### config.mk
export PLATFORM = sky130hd
export DESIGN_NAME = whack_btn_encoder
export DESIGN_NICKNAME = d
export VERILOG_FILES = /design/src/rtl/whack_pkg.sv /design/src/rtl/whack_btn_debounce.sv /design/src/rtl/whack_btn_encoder.sv
export SDC_FILE = /design/constraint.sdc
export NUM_CORES = 1
export LEC_CHECK = 0
export BUFFER_PORTS_ARGS = -buffer_cell sky130_fd_sc_hd__buf_4
export CORE_MARGIN = 2
export CORE_UTILIZATION = 55
export CTS_CLUSTER_DIAMETER = 120
export DETAILED_ROUTE_END_ITERATION = 12
export PLACE_DENSITY = 0.72
export SETUP_SLACK_MARGIN = 0.2
export SYNTH_ARGS = -nofsm -noshare
export SYNTH_HDL_FRONTEND = slang
export SYNTH_SLANG_ARGS = --single-unit
export TNS_END_PERCENT = 1
### constraint.sdc
create_clock -name cin -period 2.15 [get_ports cin]
set_input_delay 0.1075 -clock cin [delete_from_list [all_inputs] [get_ports cin]]
set_output_delay 0.1075 -clock cin [all_outputs]
set_load 0.03 [all_outputs]
### src/rtl/whack_pkg.sv
// ============================================================================
// Module   : whack_pkg
// Purpose  : Shared defaults, event-kind constants and the event record layout
//            for the whack-a-mole button front end.
// Options  : WHACK_RELEASE_EVT_EN (see whack_btn_encoder)
// Revision : 1.0 - initial release
// ============================================================================
`default_nettype none

package whack_pkg;

    localparam int N_BTN      = 9;
    localparam int IDX_W      = 4;
    localparam int FIFO_DEPTH = 4;
    localparam int DEB_CYCLES = 100000;

    // Event kinds carried next to the button index.
    localparam logic EVT_PRESS   = 1'b0;
    localparam logic EVT_RELEASE = 1'b1;

    // Event record as seen by the consumer: {kind, idx}.
    typedef struct packed {
        logic             kind;
        logic [IDX_W-1:0] idx;
    } evt_t;

endpackage : whack_pkg

`default_nettype wire

### src/rtl/whack_btn_debounce.sv
// ============================================================================
// Module   : whack_btn_debounce
// Purpose  : One button: 2-flop synchroniser, polarity normalisation and a
//            stable-count debouncer. Exposes both the registered level and the
//            value it takes at the next edge, so the parent can register edge
//            events in the same cycle the level changes.
// Revision : 1.0 - initial release
// ============================================================================
`default_nettype none

module whack_btn_debounce #(
    parameter int DEB_CYCLES     = 100000,
    parameter int BTN_ACTIVE_LOW = 1
) (
    input  logic cin,
    input  logic rst,
    input  logic raw,
    output logic level,
    output logic level_nxt
);

    localparam int              CNT_W    = (DEB_CYCLES > 1) ? $clog2(DEB_CYCLES) : 1;
    localparam logic [CNT_W-1:0] CNT_LAST = CNT_W'(DEB_CYCLES - 1);
    // Raw level of a released button; the synchroniser resets to it so that
    // a button held through reset re-qualifies like a fresh press.
    localparam logic            IDLE_RAW = (BTN_ACTIVE_LOW != 0) ? 1'b1 : 1'b0;

    logic             sync_q1;
    logic             sync_q2;
    logic             pressed;
    logic [CNT_W-1:0] cnt;
    logic [CNT_W-1:0] cnt_nxt;

    // Two-flop synchroniser for the asynchronous raw input.
    always_ff @(posedge cin) begin
        if (rst) begin
            sync_q1 <= IDLE_RAW;
            sync_q2 <= IDLE_RAW;
        end else begin
            sync_q1 <= raw;
            sync_q2 <= sync_q1;
        end
    end

    // 1 = pressed, independent of board wiring.
    assign pressed = sync_q2 ^ IDLE_RAW;

    // Count consecutive cycles of disagreement; flip the level once the count
    // has reached its last value while the input still disagrees.
    always_comb begin
        cnt_nxt   = cnt;
        level_nxt = level;
        if (pressed == level) begin
            cnt_nxt = '0;
        end else if (cnt == CNT_LAST) begin
            level_nxt = pressed;
            cnt_nxt   = '0;
        end else begin
            cnt_nxt = cnt + CNT_W'(1);
        end
    end

    // Debounced level and stability counter.
    always_ff @(posedge cin) begin
        if (rst) begin
            level <= 1'b0;
            cnt   <= '0;
        end else begin
            level <= level_nxt;
            cnt   <= cnt_nxt;
        end
    end

endmodule : whack_btn_debounce

`default_nettype wire

### src/rtl/whack_btn_encoder.sv
// ============================================================================
// Module   : whack_btn_encoder
// Purpose  : Debounces the push buttons, turns press edges into indexed
//            events (lowest index first, one per cycle) and queues them in a
//            small FIFO drained through a valid/ready handshake. Events that
//            find the FIFO full are dropped and counted.
// Options  : WHACK_RELEASE_EVT_EN - also report release edges (evt_kind=1),
//            served after all pending presses.
// Revision : 1.0 - initial release
// ============================================================================
`default_nettype none

module whack_btn_encoder #(
    parameter int N_BTN          = whack_pkg::N_BTN,
    parameter int IDX_W          = whack_pkg::IDX_W,
    parameter int DEB_CYCLES     = whack_pkg::DEB_CYCLES,
    parameter int FIFO_DEPTH     = whack_pkg::FIFO_DEPTH,
    parameter int BTN_ACTIVE_LOW = 1
) (
    input  logic             cin,
    input  logic             rst,
    input  logic [N_BTN-1:0] btn_raw,
    output logic [N_BTN-1:0] btn_level,
    output logic             evt_valid,
    output logic [IDX_W-1:0] evt_idx,
    output logic             evt_kind,
    input  logic             evt_ready,
    output logic             drop_pulse,
    output logic [7:0]       drop_cnt
);

    import whack_pkg::*;

    // One extra pointer bit distinguishes full from empty.
    localparam int AW    = $clog2(FIFO_DEPTH);
    localparam int PTR_W = AW + 1;

    logic [N_BTN-1:0] level_nxt;
    logic [N_BTN-1:0] rise;
    logic [N_BTN-1:0] pending;
    logic [N_BTN-1:0] press_sel;

    logic             push;
    logic [IDX_W-1:0] push_idx;
    logic             push_kind;

    logic [PTR_W-1:0] wptr;
    logic [PTR_W-1:0] rptr;
    logic             fifo_full;
    logic             fifo_empty;
    logic             pop;
    logic             wr_en;
    logic             drop;
    logic [IDX_W-1:0] mem_idx [FIFO_DEPTH];

    // Per-button synchroniser and debouncer.
    for (genvar g = 0; g < N_BTN; g++) begin : g_btn
        whack_btn_debounce #(
            .DEB_CYCLES     (DEB_CYCLES),
            .BTN_ACTIVE_LOW (BTN_ACTIVE_LOW)
        ) u_deb (
            .cin       (cin),
            .rst       (rst),
            .raw       (btn_raw[g]),
            .level     (btn_level[g]),
            .level_nxt (level_nxt[g])
        );
    end

    // A rising debounced level is known one cycle early via level_nxt, so the
    // pending bit lands on the same edge as the level itself.
    assign rise      = level_nxt & ~btn_level;
    // Isolate the lowest set pending bit.
    assign press_sel = pending & (~pending + N_BTN'(1));

`ifdef WHACK_RELEASE_EVT_EN
    logic [N_BTN-1:0] fall;
    logic [N_BTN-1:0] rel_pending;
    logic [N_BTN-1:0] rel_sel;
    logic [N_BTN-1:0] rel_clr;
    logic             mem_kind [FIFO_DEPTH];

    assign fall    = ~level_nxt & btn_level;
    assign rel_sel = rel_pending & (~rel_pending + N_BTN'(1));
    // Releases are only served once no press is waiting.
    assign rel_clr = (pending == '0) ? rel_sel : '0;

    // Release pending mask: set on debounced falling edge, cleared when served.
    always_ff @(posedge cin) begin
        if (rst) begin
            rel_pending <= '0;
        end else begin
            rel_pending <= (rel_pending & ~rel_clr) | fall;
        end
    end
`endif

    // Arbiter: pick the lowest pending press, else (optionally) the lowest
    // pending release.
    always_comb begin
        push      = 1'b0;
        push_idx  = '0;
        push_kind = EVT_PRESS;
        if (pending != '0) begin
            push = 1'b1;
            for (int i = 0; i < N_BTN; i++) begin
                if (press_sel[i]) begin
                    push_idx = IDX_W'(i);
                end
            end
        end
`ifdef WHACK_RELEASE_EVT_EN
        else if (rel_pending != '0) begin
            push      = 1'b1;
            push_kind = EVT_RELEASE;
            for (int i = 0; i < N_BTN; i++) begin
                if (rel_sel[i]) begin
                    push_idx = IDX_W'(i);
                end
            end
        end
`endif
    end

    // Press pending mask: the served bit always clears, even if the event is
    // then dropped; a new edge on an already pending bit simply merges.
    always_ff @(posedge cin) begin
        if (rst) begin
            pending <= '0;
        end else begin
            pending <= (pending & ~press_sel) | rise;
        end
    end

    assign fifo_empty = (wptr == rptr);
    assign fifo_full  = (wptr[AW] != rptr[AW]) && (wptr[AW-1:0] == rptr[AW-1:0]);
    assign pop        = !fifo_empty && evt_ready;
    // A pop frees the head slot in the same cycle, so a push into a full
    // FIFO still succeeds when paired with a pop.
    assign wr_en      = push && (!fifo_full || pop);
    assign drop       = push && fifo_full && !pop;

    // FIFO storage, pointers and drop accounting.
    always_ff @(posedge cin) begin
        if (rst) begin
            wptr       <= '0;
            rptr       <= '0;
            drop_pulse <= 1'b0;
            drop_cnt   <= '0;
            for (int i = 0; i < FIFO_DEPTH; i++) begin
                mem_idx[i] <= '0;
`ifdef WHACK_RELEASE_EVT_EN
                mem_kind[i] <= EVT_PRESS;
`endif
            end
        end else begin
            if (wr_en) begin
                mem_idx[wptr[AW-1:0]] <= push_idx;
`ifdef WHACK_RELEASE_EVT_EN
                mem_kind[wptr[AW-1:0]] <= push_kind;
`endif
                wptr <= wptr + PTR_W'(1);
            end
            if (pop) begin
                rptr <= rptr + PTR_W'(1);
            end
            drop_pulse <= drop;
            if (drop && (drop_cnt != 8'hFF)) begin
                drop_cnt <= drop_cnt + 8'd1;
            end
        end
    end

    assign evt_valid = !fifo_empty;
    assign evt_idx   = mem_idx[rptr[AW-1:0]];
`ifdef WHACK_RELEASE_EVT_EN
    assign evt_kind  = mem_kind[rptr[AW-1:0]];
`else
    // Without release tracking every event is a press.
    assign evt_kind  = EVT_PRESS;
    logic unused_kind;
    assign unused_kind = push_kind;
`endif

endmodule : whack_btn_encoder

`default_nettype wire

Word level (Yosys, flattened, before mapping):

Memory sizes are Yosys's and may differ from the RTL's. A register that Yosys moved wholly into a read port is not among the register bits.
Cells that the tools add are included.

* add/subtract/negate cells: 13
* equality and inequality tests: 22
* mux-type cells: 38
* bitwise gates (word level): 16
* reduce and logical (&&, ||, !) cells: 21

Operators with widths (count)
* adder 17 x 1 -> 17 bit (second input constant): 9
* == test 17 bit (second input constant): 9
* 2-to-1 mux 4 bit: 9
* bitwise AND 9 bit: 3
* NOT 9 bit: 3
* OR reduction 3 bit: 9
* 2-to-1 mux 1 bit: 26
* adder 9 x 1 -> 9 bit (second input constant): 1
* == test 1 bit: 9
* NOT 1 bit: 9
* OR 9 bit: 1
* nonzero test 9 bit: 1
* adder 8 x 1 -> 8 bit (second input constant): 1
* != test 8 bit (second input constant): 1
* adder 3 x 1 -> 3 bit (second input constant): 2
* logical AND 1 bit: 6
* 2-to-1 mux 2 bit: 3
* OR reduction 4 bit: 1
* == test 3 bit: 1
* logical NOT 1 bit: 3
* == test 2 bit: 1
* logical OR 1 bit: 1
* != test 1 bit: 1

* bits in registers: 204
* memory bits (writable): 16
* bits of input ports: 12
* output and inout port bits: 24
* word-level logic and storage cells: 152
* memories: 1

Memory list
* mem_idx: depth 4, width 4, rd ports 1, clocked after memory_dff 1, write ports 4, line whack_btn_encoder.sv:54 `logic [IDX_W-1:0] mem_idx [FIFO_DEPTH];`

Logic depth before layout (Yosys ltp):

* depth in word-level cells: 13
* mapped depth: 8
* mapped depth without buffers: 5

Hierarchy:

A second synthesis with hierarchy kept.

* cells, all modules: 1051
* area, all modules: 9894.5 µm²

By module, submodules not included
* whack_btn_debounce: times used 9, cells each 95, area an instance 869.6 µm², sequential area each 400.4 µm²
* whack_btn_encoder: times used 1, cells each 196, area an instance 2068.2 µm², sequential area each 1001.0 µm²

Least setup slack after synthesis:

No wires, ideal clock.

* path kind: reg-to-reg
* start point: reg pending[3]
* end point: mem mem_idx[3][0] (enable)
* setup time: 258 ps
* arrival time: 1712 ps
* data required time: 1892 ps
* setup slack: 180 ps
* stages on the path, launching flop included: 7
* path buffers: 2
* clock period less this slack: 1970 ps
* cell sequence: dfxtp_1 or4_4 buf_6 nor3_4 buf_6 nor2_1 a31o_1

RTL lines
* start: declaration: line whack_btn_encoder.sv:40 `logic [N_BTN-1:0] pending;`
* start signal: assignment: line whack_btn_encoder.sv:131 `pending <= (pending & ~press_sel) | rise;`
* end: declaration: line whack_btn_encoder.sv:54

Worst setup path in the final report:

* start point: reg rptr[1]
* end point: reg drop_cnt[6]

* longest elaborated chain between the ends: 6
* elaborated cells on any way between the ends: 9
* those cells by class: 2 x eq/ne; 7 x reduce/logical

Ends and longest elaborated chain
* start: declaration: line whack_btn_encoder.sv:48 `logic [PTR_W-1:0] rptr;`
* start signal: assignment: line whack_btn_encoder.sv:165 `rptr <= rptr + PTR_W'(1);`
* == test 3 bit: line whack_btn_encoder.sv:135 `assign fifo_empty = (wptr == rptr);`
* logical NOT 1 bit: line whack_btn_encoder.sv:137 `assign pop = !fifo_empty && evt_ready;`
* logical AND 1 bit: line whack_btn_encoder.sv:137
* logical NOT 1 bit: line whack_btn_encoder.sv:141 `assign drop = push && fifo_full && !pop;`
* logical AND 1 bit (*): line whack_btn_encoder.sv:141
* logical AND 1 bit (*): line whack_btn_encoder.sv:168 `if (drop && (drop_cnt != 8'hFF)) begin`
* end signal: assignment: line whack_btn_encoder.sv:169 `drop_cnt <= drop_cnt + 8'd1;`
* end: declaration: line whack_btn_encoder.sv:29 `output logic [7:0] drop_cnt`

Mark *: on every way between the ends. The rest lies on a longest branch, timed or not.
A chain may end at the register's enable or synchronous reset.

==> metrics <==
TritonCTS clock tree=built; Final Slew Violations=0; final setup TNS=0 ns; die width=137.2 um; share of flip-flops with an asynchronous set or reset=0; initial drt markers=417; # nets final=1136; status=complete, no violations; IO Port Bufs=34; Fmax=499.8 MHz; maxcap violations=0; WP data arrival=2.40 ns; Placed Instances=1301; largest net degree at the start of global routing=27; Top FF cell, synth=dfxtp_1; H-tree Lvls=1; Final HPWL DP=12.47 mm; synthesized area=0.009757 sq mm; Synthesized Nets=1086; Peak VDD IR=0.6857 mV; Clock Sinks=222; worst slew pin tran=0.6492 ns; count of state elements after synthesis=222; CP Capture Type=register; WL per Instance=13.72 um; leading area contributor after synthesis=dfxtp_1; Setup CP Type=reg -> reg; area of the die=0.01882 sq mm; CTS Buf Count=24; GRT Util Overall=0.2034; Avg Inst Size Synth=9.187 sq um; GPL Wtd Cong=0.8049; Synth cell types=61; Boundary Pins=36; Tmin final=2.001 ns; Core Area=0.01730 sq mm; Seq/Total Area, Yosys=0.4719; clock latency on the worst-skew pair=0.51 ns; post-layout power=8.336 mW; DR vias/cell=5.445; clk_skew=0.01193 ns; Post-Syn Instances=1062; WL final=18.57 mm; layout cell share with drive strength beyond 1=0.1178; leakage=3.676 nW; worst hold slack=0.04123 ns; most common cell in the netlist=dfxtp_1; Finish-stage setup viols=0; Startpoint Class=register; top post-synthesis cells by count=dfxtp_1 (206), nor2_1 (174), xor2_1 (66); Post-synth EDFFs=16; initial core utilization=0.5641; peak fanout along the critical path=8; post-CTS repair timing setup buffer count=0; Filler cells=1434; ANT cells=0; Post-Layout Cell Count=1354; first-pass GRT wire length=31.97 mm; antenna violations before repair=0; share of the synthesized area in the top cell type=0.4227; DR pass1 iterations=4; root buffer selected by CTS=clkbuf_16; Area growth, synth to finish=14.09%; Yosys Warn Count=0; Hold Path Class=in -> reg; unrepaired setup endpoints after global routing=yes; row count=48; vias in the first global route=6931; grt total ovfl=0; Power Density=748.8 mW/mm^2; die span in y=137.2 um; final worst-path cycle share=0.9305; Area contributors post-synth=dfxtp_1 (42%), nor2_1 (6.7%), xor2_1 (5.9%), xnor2_1 (5.3%), edfxtp_1 (4.9%); final hold violation count=0; Clock Pin Slew Worst Setup and Hold Paths=0.06 ns; Antenna Nets Post-Route=0; Rel. slew slack=0.5639; DRC Markers=0; CTS Buffer Depth=3; Critical Path RT=2.55 ns; Vias=7372
[flip-flops by register name (all words and copies together) (netlist names), named ones only]
name	flops
drop_cnt	8
g_btn.u_deb.sync_q2	9
wptr	3
g_btn.u_deb.cnt	153
g_btn.u_deb.sync_q1	9
rptr	3
mem_idx	16
g_btn.u_deb.level	9
drop_pulse	1
pending	9
[per-stage QoR]
stage	setup slack, ns	cell area (sq um)	utilization
CTS	0.1339	11130	0.6433
global route	0.05246	11130	0.6436
finish	0.1494	11130	0.6436
global placement	0.1501	10240	0.5923
floorplan	0.2060	9761	-
detailed placement	0.1152	10240	0.5923
[final timing paths]
kind	slack, ns	to	startpoint	cells after the start
worst max-delay path	0.15	drop_cnt[6]$_SDFFE_PP0P_	rptr[1]$_SDFFE_PP0N_	4
worst min-delay path	0.04	rptr[2]$_SDFFE_PP0N_	evt_ready	4
worst max register to register	0.15	drop_cnt[6]$_SDFFE_PP0P_	rptr[1]$_SDFFE_PP0N_	4
worst min register to register	0.41	g_btn[6].u_deb.sync_q2$_SDFF_PP1_	g_btn[6].u_deb.sync_q1$_SDFF_PP1_	1
[worst max-delay path, cell delays in order, from the launching register on]
cell and delay (ns):
dfxtp_1 0.36, xor2_2 0.23, or4_4 0.62, nor4_2 0.35, mux2_4 0.32
[report_power, final]
part           leakage [nW]  switching [mW]  total [mW]  internal, mW
clock                 0.377            1.61        3.98          2.37
sequential             1.83          0.0156        4.21          4.19
combinational          1.47          0.0822       0.145        0.0633
[layout make-up]
type,instances,area (sq um),area share
multi-input cells,774,4850,0.4357
flip-flops and latches,222,4606,0.4137
clock buffers,38,745.7,0.06699
repair buffers,65,525.5,0.04721
well taps,225,281.5,0.02529
inverters,25,93.84,0.008430
clock inverters,5,30.03,0.002698
[cells in the final DEF, fill, tap and decap left out, types with 10 or more instances in the layout]
cell type and count:
or3_1 36, or2_2 20, inv_1 25, ha_1 12, nor4_1 16, buf_4 54, nand4_1 45, xor2_1 66
edfxtp_1 16, nor2_1 174, nand2_1 56, nor3_1 22, o21ai_0 23, and3_1 11, nor4bb_1 12, xnor2_1 59
and4_1 23, clkbuf_16 26, dlygate4sd3_1 10, nand3_1 58, a21oi_1 41, dfxtp_1 205
[routing by layer]
metal / part of all wire / vias up / GRT usage / wire, um
met2: 0.46 / 89 / 0.3353 / 8588
met3: 0.034 / 38 / 0.03679 / 627
li1: - / 3845 / - / -
met5: 0 / - / 0 / 0
met1: 0.48 / 3400 / 0.2750 / 8925
met4: 0.023 / 0 / 0.05613 / 429
[kinds of logic after synthesis]
logic type,share of synthesized area
other,0.0003843
multiplexers,0.01783
AO/OA/AOI/OAI,0.06284
AND/OR/NAND/NOR,0.2853
buffers and inverters,0.03244
flip-flops,0.4719
adder cells (fa/ha/maj),0.01539
XOR/XNOR,0.1139
[what timing repair did]
item                       CTS  global route
hold endpoints to repair    14             0
resized for setup            2             1
setup endpoints to repair   18            45
hold buffers                10             0
Note: power is estimated with default switching activity, not from simulation.
